===== src/rtl/vga_timing_pkg.sv =====
// Shared VGA timing constants and the 12-bit coordinate type.
// The defaults describe 800x600@60 Hz with a 40 MHz pixel clock.
package vga_timing_pkg;

  localparam int COORD_W = 12;
  localparam int MAX_TOTAL = 1 << COORD_W;

  typedef logic [COORD_W-1:0] coord_t;
  typedef logic [COORD_W:0]   coord_ext_t;

  localparam int H_SYNC_DEF   = 128;
  localparam int H_BACK_DEF   = 88;
  localparam int H_ACTIVE_DEF = 800;
  localparam int H_FRONT_DEF  = 40;
  localparam int V_SYNC_DEF   = 4;
  localparam int V_BACK_DEF   = 23;
  localparam int V_ACTIVE_DEF = 600;
  localparam int V_FRONT_DEF  = 1;

  localparam int H_TOTAL_DEF     = H_SYNC_DEF + H_BACK_DEF + H_ACTIVE_DEF + H_FRONT_DEF;
  localparam int V_TOTAL_DEF     = V_SYNC_DEF + V_BACK_DEF + V_ACTIVE_DEF + V_FRONT_DEF;
  localparam int H_ACT_START_DEF = H_SYNC_DEF + H_BACK_DEF;
  localparam int H_ACT_END_DEF   = H_ACT_START_DEF + H_ACTIVE_DEF;
  localparam int V_ACT_START_DEF = V_SYNC_DEF + V_BACK_DEF;
  localparam int V_ACT_END_DEF   = V_ACT_START_DEF + V_ACTIVE_DEF;

  // Widening to 13 bits lets an active end of exactly 4096 compare correctly.
  function automatic coord_ext_t to_ext(input int value);
    logic [31:0] v;
    v = value;
    return v[COORD_W:0];
  endfunction

endpackage


===== src/rtl/vga_axis_counter.sv =====
// One timing axis: a wrapping counter decoded into sync, active window,
// first-position and active-relative coordinate (all combinational).
module vga_axis_counter
  import vga_timing_pkg::*;
#(
  parameter int SYNC   = H_SYNC_DEF,
  parameter int BACK   = H_BACK_DEF,
  parameter int ACTIVE = H_ACTIVE_DEF,
  parameter int FRONT  = H_FRONT_DEF
) (
  input  logic   i_clk,
  input  logic   i_rst_n,
  input  logic   i_en,
  output logic   o_wrap,
  output logic   o_first,
  output logic   o_sync,
  output logic   o_active,
  output coord_t o_coord
);

  localparam int TOTAL     = SYNC + BACK + ACTIVE + FRONT;
  localparam int ACT_START = SYNC + BACK;
  localparam int ACT_END   = ACT_START + ACTIVE;

  localparam coord_ext_t LAST_X      = to_ext(TOTAL - 1);
  localparam coord_ext_t SYNC_END_X  = to_ext(SYNC);
  localparam coord_ext_t ACT_START_X = to_ext(ACT_START);
  localparam coord_ext_t ACT_END_X   = to_ext(ACT_END);
  localparam coord_t     ACT_START_C = ACT_START_X[COORD_W-1:0];

  coord_t     r_cnt;
  coord_ext_t w_cnt_x;

  assign w_cnt_x  = {1'b0, r_cnt};
  assign o_wrap   = i_en && (w_cnt_x == LAST_X);
  assign o_first  = (r_cnt == '0);
  assign o_sync   = (w_cnt_x < SYNC_END_X);
  assign o_active = (w_cnt_x >= ACT_START_X) && (w_cnt_x < ACT_END_X);
  assign o_coord  = r_cnt - ACT_START_C;

  always_ff @(posedge i_clk or negedge i_rst_n) begin
    if (!i_rst_n) begin
      r_cnt <= '0;
    end else if (i_en) begin
      r_cnt <= o_wrap ? '0 : r_cnt + 1'b1;
    end
  end

endmodule


===== src/rtl/vga_sync_gen_module.sv =====
// VGA sync/pixel-address generator: free-running H/V counters, registered syncs,
// Ready, column/row and a frame-start pulse. VGA_SYNC_PIPE_ALIGN_EN delays the syncs one more cycle.
module vga_sync_gen_module
  import vga_timing_pkg::*;
#(
  parameter int SYNC_UNUSED = 0,
  parameter int H_SYNC   = H_SYNC_DEF,
  parameter int H_BACK   = H_BACK_DEF,
  parameter int H_ACTIVE = H_ACTIVE_DEF,
  parameter int H_FRONT  = H_FRONT_DEF,
  parameter int V_SYNC   = V_SYNC_DEF,
  parameter int V_BACK   = V_BACK_DEF,
  parameter int V_ACTIVE = V_ACTIVE_DEF,
  parameter int V_FRONT  = V_FRONT_DEF,
  parameter bit H_POL    = 1'b1,
  parameter bit V_POL    = 1'b1
) (
  input  logic               vga_clk,
  input  logic               rst_n,
  output logic               HSYNC_Sig,
  output logic               VSYNC_Sig,
  output logic               Ready_Sig,
  output logic [COORD_W-1:0] Column_Addr_Sig,
  output logic [COORD_W-1:0] Row_Addr_Sig,
  output logic               Frame_Start_Sig
);

  logic   w_h_wrap, w_h_first, w_h_sync, w_h_active;
  logic   w_v_wrap, w_v_first, w_v_sync, w_v_active;
  coord_t w_h_coord, w_v_coord;
  logic   w_ready;

  logic   r_hsync_p1, r_vsync_p1;
  logic   r_ready_p1;
  coord_t r_col_p1, r_row_p1;
  logic   r_frame_start_p1;

  vga_axis_counter #(
    .SYNC   (H_SYNC),
    .BACK   (H_BACK),
    .ACTIVE (H_ACTIVE),
    .FRONT  (H_FRONT)
  ) u_h_cnt (
    .i_clk    (vga_clk),
    .i_rst_n  (rst_n),
    .i_en     (1'b1),
    .o_wrap   (w_h_wrap),
    .o_first  (w_h_first),
    .o_sync   (w_h_sync),
    .o_active (w_h_active),
    .o_coord  (w_h_coord)
  );

  // The vertical axis steps once per line, on the horizontal wrap.
  vga_axis_counter #(
    .SYNC   (V_SYNC),
    .BACK   (V_BACK),
    .ACTIVE (V_ACTIVE),
    .FRONT  (V_FRONT)
  ) u_v_cnt (
    .i_clk    (vga_clk),
    .i_rst_n  (rst_n),
    .i_en     (w_h_wrap),
    .o_wrap   (w_v_wrap),
    .o_first  (w_v_first),
    .o_sync   (w_v_sync),
    .o_active (w_v_active),
    .o_coord  (w_v_coord)
  );

  assign w_ready = w_h_active && w_v_active;

  // Stage p1: decode current counters into registered outputs.
  always_ff @(posedge vga_clk or negedge rst_n) begin
    if (!rst_n) begin
      r_hsync_p1       <= ~H_POL;
      r_vsync_p1       <= ~V_POL;
      r_ready_p1       <= 1'b0;
      r_col_p1         <= '0;
      r_row_p1         <= '0;
      r_frame_start_p1 <= 1'b0;
    end else begin
      r_hsync_p1       <= w_h_sync ? H_POL : ~H_POL;
      r_vsync_p1       <= w_v_sync ? V_POL : ~V_POL;
      r_ready_p1       <= w_ready;
      r_col_p1         <= w_ready ? w_h_coord : '0;
      r_row_p1         <= w_ready ? w_v_coord : '0;
      r_frame_start_p1 <= w_h_first && w_v_first;
    end
  end

`ifdef VGA_SYNC_PIPE_ALIGN_EN
  logic r_hsync_p2, r_vsync_p2;

  // Stage p2: syncs delayed to line up with the colour module's registered RGB.
  always_ff @(posedge vga_clk or negedge rst_n) begin
    if (!rst_n) begin
      r_hsync_p2 <= ~H_POL;
      r_vsync_p2 <= ~V_POL;
    end else begin
      r_hsync_p2 <= r_hsync_p1;
      r_vsync_p2 <= r_vsync_p1;
    end
  end

  assign HSYNC_Sig = r_hsync_p2;
  assign VSYNC_Sig = r_vsync_p2;
`else
  assign HSYNC_Sig = r_hsync_p1;
  assign VSYNC_Sig = r_vsync_p1;
`endif

  assign Ready_Sig       = r_ready_p1;
  assign Column_Addr_Sig = r_col_p1;
  assign Row_Addr_Sig    = r_row_p1;
  assign Frame_Start_Sig = r_frame_start_p1;

  // The end-of-frame wrap is not needed downstream; frame start comes from the counters.
  logic w_unused;
  assign w_unused = w_v_wrap;

endmodule


===== config.mk =====
export PLATFORM = sky130hd
export DESIGN_NAME = vga_sync_gen_module
export DESIGN_NICKNAME = d
export VERILOG_FILES = /design/src/rtl/vga_timing_pkg.sv /design/src/rtl/vga_axis_counter.sv /design/src/rtl/vga_sync_gen_module.sv
export SDC_FILE = /design/constraint.sdc
export NUM_CORES = 1
export LEC_CHECK = 0
export BUFFER_PORTS_ARGS = -buffer_cell sky130_fd_sc_hd__buf_2
export CORE_UTILIZATION = 55
export CTS_BUF_LIST = sky130_fd_sc_hd__clkbuf_4
export DETAILED_ROUTE_END_ITERATION = 10
export GPL_ROUTABILITY_DRIVEN = 0
export PLACE_DENSITY = 0.76
export SLEW_MARGIN = 30
export SYNTH_ARGS = -nofsm -noshare
export SYNTH_HDL_FRONTEND = slang
export SYNTH_SLANG_ARGS = --single-unit

===== constraint.sdc =====
create_clock -name vga_clk -period 2.67 [get_ports vga_clk]
set_clock_uncertainty 0.1 [all_clocks]
set_input_delay 0.4005 -clock vga_clk [delete_from_list [all_inputs] [get_ports vga_clk]]
set_output_delay 0.4005 -clock vga_clk [all_outputs]
set_load 0.02 [all_outputs]

==> flow_metrics.tcl <==
set metrics [dict create \
    outcome "complete, no violations" \
    antenna_found_initial 0 \
    fin_crit_sh_pct 89.6 \
    initial_utilization_pct 57.7 \
    hold_class "in -> async" \
    wl_mm 4.86 \
    p_sw_share_pct 18.4 \
    yosysWarnings 0 \
    clk-insertion-delay-late_ns 0.36 \
    slew_headroom_pct 58.5 \
    clk_pin_slew_ns 0.14 \
    fin_nets 272 \
    cp_max_fo 14 \
    r2r-start "u_h_cnt.r_cnt[4]$_DFF_PN0_" \
    slew_violations 0 \
    drtPass1Iterations 4 \
    synth-seq-cells 52 \
    finalSetupViolations 0 \
    synth_top_cells_by_area "dfrtp_1 51%, xor2_1 5.2%, xnor2_1 4.5%, nor3_1 3.7%, nor2_1 2.5%" \
    dp_hpwl_mm 3.47 \
    ys_types 46 \
    start_kind "register" \
    required_ns 2.85 \
    p_leak_uw 0.00138 \
    rows 24 \
    synth-simple-area-share_pct 22.1 \
    setup_ws_ns 0.277 \
    pwr_density_cell_nw_per_um2 475 \
    synth.avg_cell_area_um2 10.3 \
    crit_chain "ha_1, or4b_1, o211ai_1, nand2_1, buf_4, nor3_1" \
    final_common_cell "dfrtp_1" \
    yosys_most_used_dff "dfrtp_1" \
    grt_start_max_net_pins 29 \
    grt_usage_pct 21.7 \
    post_drt_wl_per_cell_um 15.3 \
    yosys.area.top_type "dfrtp_1" \
    gr-total-overflow 0 \
    grt_pass1_wl_mm 8.47 \
    drc 0 \
    dp_cells 309 \
    cp-end-kind "register" \
    io_buffers 29 \
    final_hold_viol_count 0 \
    synthesis.area_um2 2540 \
    setup_tns_ns 0 \
    vias 1841 \
    seq_area_um2 1300 \
    syn_inst 247 \
    cts_inserted_buffers 5 \
    syn_nets 254 \
    arrival_ns 2.57 \
    startpoint "u_h_cnt.r_cnt[4]$_DFF_PN0_" \
    synth_top_family_by_area "simple AND/OR/NAND/NOR gates" \
    nFillCells 354 \
    die_h_um 70.0 \
    synthAdderAreaFrac_pct 2.46 \
    synthArstFlopShare_pct 100 \
    synth-edff-count 0 \
    drive_above_1_share_pct 17.4 \
    syn_to_final_growth_pct 9.39 \
    cts_tree "yes" \
    clockPowerShare_pct 38.9 \
    p_switching_uw 244 \
    routed_via_density 5.81 \
    slowest_delay_ns 0.49 \
    finalCriticalPeriod_ns 2.39 \
    rsz0062_at_grt "false" \
    drtAntennaViolNets 0 \
    irDropWorstVdd_v 0.000377 \
    drt-initial-drc-count 103 \
    num_antenna_cells 0 \
    root_buffer "clkbuf_4" \
    max-clock-path-buffers 2 \
    pwr-share-seq_pct 59.7 \
    cts_sinks 52 \
    slowest_stage "dfrtp_1" \
    synth_top_area_share_pct 51.1 \
    die_area_um2 4900 \
    clock.fmax_ghz 0.418 \
    ys_seq_area_share_pct 51.1 \
    worst_pin_slew_ns 0.616 \
    multiInputGateArea_um2 1090 \
    synth_compound_area_share_pct 8.01 \
    io_pins 30 \
    layout_common_cells "52 x dfrtp_1, 29 x buf_2, 19 x nor3_1" \
    p_int_uw 1080 \
    place_ws_ns 0.365 \
    instances_no_fill 317 \
    die_x_um 70.0 \
    grt_pass1_vias 1796 \
    htreeDepth 2 \
    combPwrFrac_pct 1.4 \
    coreArea_um2 4410 \
    synth_xor_area_share_pct 9.64 \
    critical_path_class "reg -> reg" \
    cap_violations 0 \
    synthMuxAreaShare_pct 0.442 \
]
==> area by class of cell <==
cell class	count	area share, %
sequential	52	46.7
clock buffer	5	1.35
timing repair buffer	35	6.92
clock inverter	2	2.16
inverter	10	1.35
multi-input combinational	161	39.1
tap	52	2.34
==> registers in the layout, summed over array words and instances, names as in the netlist <==
signal	cells
Frame_Start_Sig	1
HSYNC_Sig	1
u_h_cnt.r_cnt	12
Row_Addr_Sig	12
u_v_cnt.r_cnt	12
Column_Addr_Sig	12
Ready_Sig	1
VSYNC_Sig	1
==> cells by family (layout without fill, tap and decap cells) <==
| family | Yosys count | count (layout) |
|---|---|---|
| other cells | 1 | 1 |
| compound gates | 30 | 30 |
| xor+xnor | 28 | 28 |
| fa+ha+maj | 5 | 5 |
| flops | 52 | 52 |
| mux | 1 | 1 |
| buf+inv | 34 | 52 |
| simple gates | 96 | 96 |
==> critical path: cells and delay by family, from the launching register on <==
kind | cells | cell delay [ns]
compound gates | 1 | 0.27
fa+ha+maj | 1 | 0.29
buf+inv | 1 | 0.25
flops | 1 | 0.49
simple gates | 3 | 0.91
==> power groups by stage <==
stage | Sequential (µW) | Combinational, µW | Clock, µW
6_report | 788 | 19.0 | 514
5_1_grt | 789 | 22.9 | 550
4_1_cts | 788 | 20.1 | 524
3_5_place_dp | 803 | 19.0 | 0
3_3_place_gp | 803 | 18.5 | 0
2_1_floorplan | 805 | 0.122 | 0
==> path summary, 6_finish.rpt <==
check,to,slack (ns),cells past startpoint
worst min-delay path,u_v_cnt.r_cnt[11]$_DFFE_PN0N_,0.45,2
worst max-delay path,Row_Addr_Sig[3]$_DFF_PN0_,0.28,6
worst max register to register,Row_Addr_Sig[3]$_DFF_PN0_,0.28,6
worst min register to register,u_h_cnt.r_cnt[0]$_DFF_PN0_,0.48,1
min in group vga_clk,u_h_cnt.r_cnt[0]$_DFF_PN0_,0.48,1
max in group asynchronous,Row_Addr_Sig[0]$_DFF_PN0_,1.27,3
==> metrics by stage <==
stage	area, µm²	hold WS, ns	total power (µW)	utilization (%)
after global placement	2680	0.321	822	60.6
final	2780	0.448	1320	63.1
after floorplan	2540	0.00491	805	-
after detailed placement	2680	0.326	822	60.6
after global routing	2780	0.497	1360	63.1
after CTS	2780	0.455	1330	63.1
==> synth_stat cells (3+ instances only) <==
library cell   n
inv_1         10
nor4_1         7
ha_1           5
xor2_1        15
nand2b_1       3
clkbuf_1      11
nor2_1        17
nor3_1        19
and4_1         6
dfrtp_1       52
buf_2          9
xnor2_1       13
nand4_1        9
or3_1          3
a21oi_1        4
o21ai_0        9
nand2_1        7
nand3_1        9
a31oi_1        3
and3_1         3
==> metal layers <==
metal	share of wire, %	vias up	track usage, %
met3	5.3	5	4.47
met1	46	879	30.2
met2	48	62	33.9
met5	0	-	0
met4	0.84	0	7.56
li1	-	895	-
==> repair_timing <==
action                    in CTS  in global routing
hold endpoints to repair      24                  0
hold buffers                   1                  0
setup buffers                  0                  0
gates resized for setup        0                  0
Power figures use the tool's default switching activity.
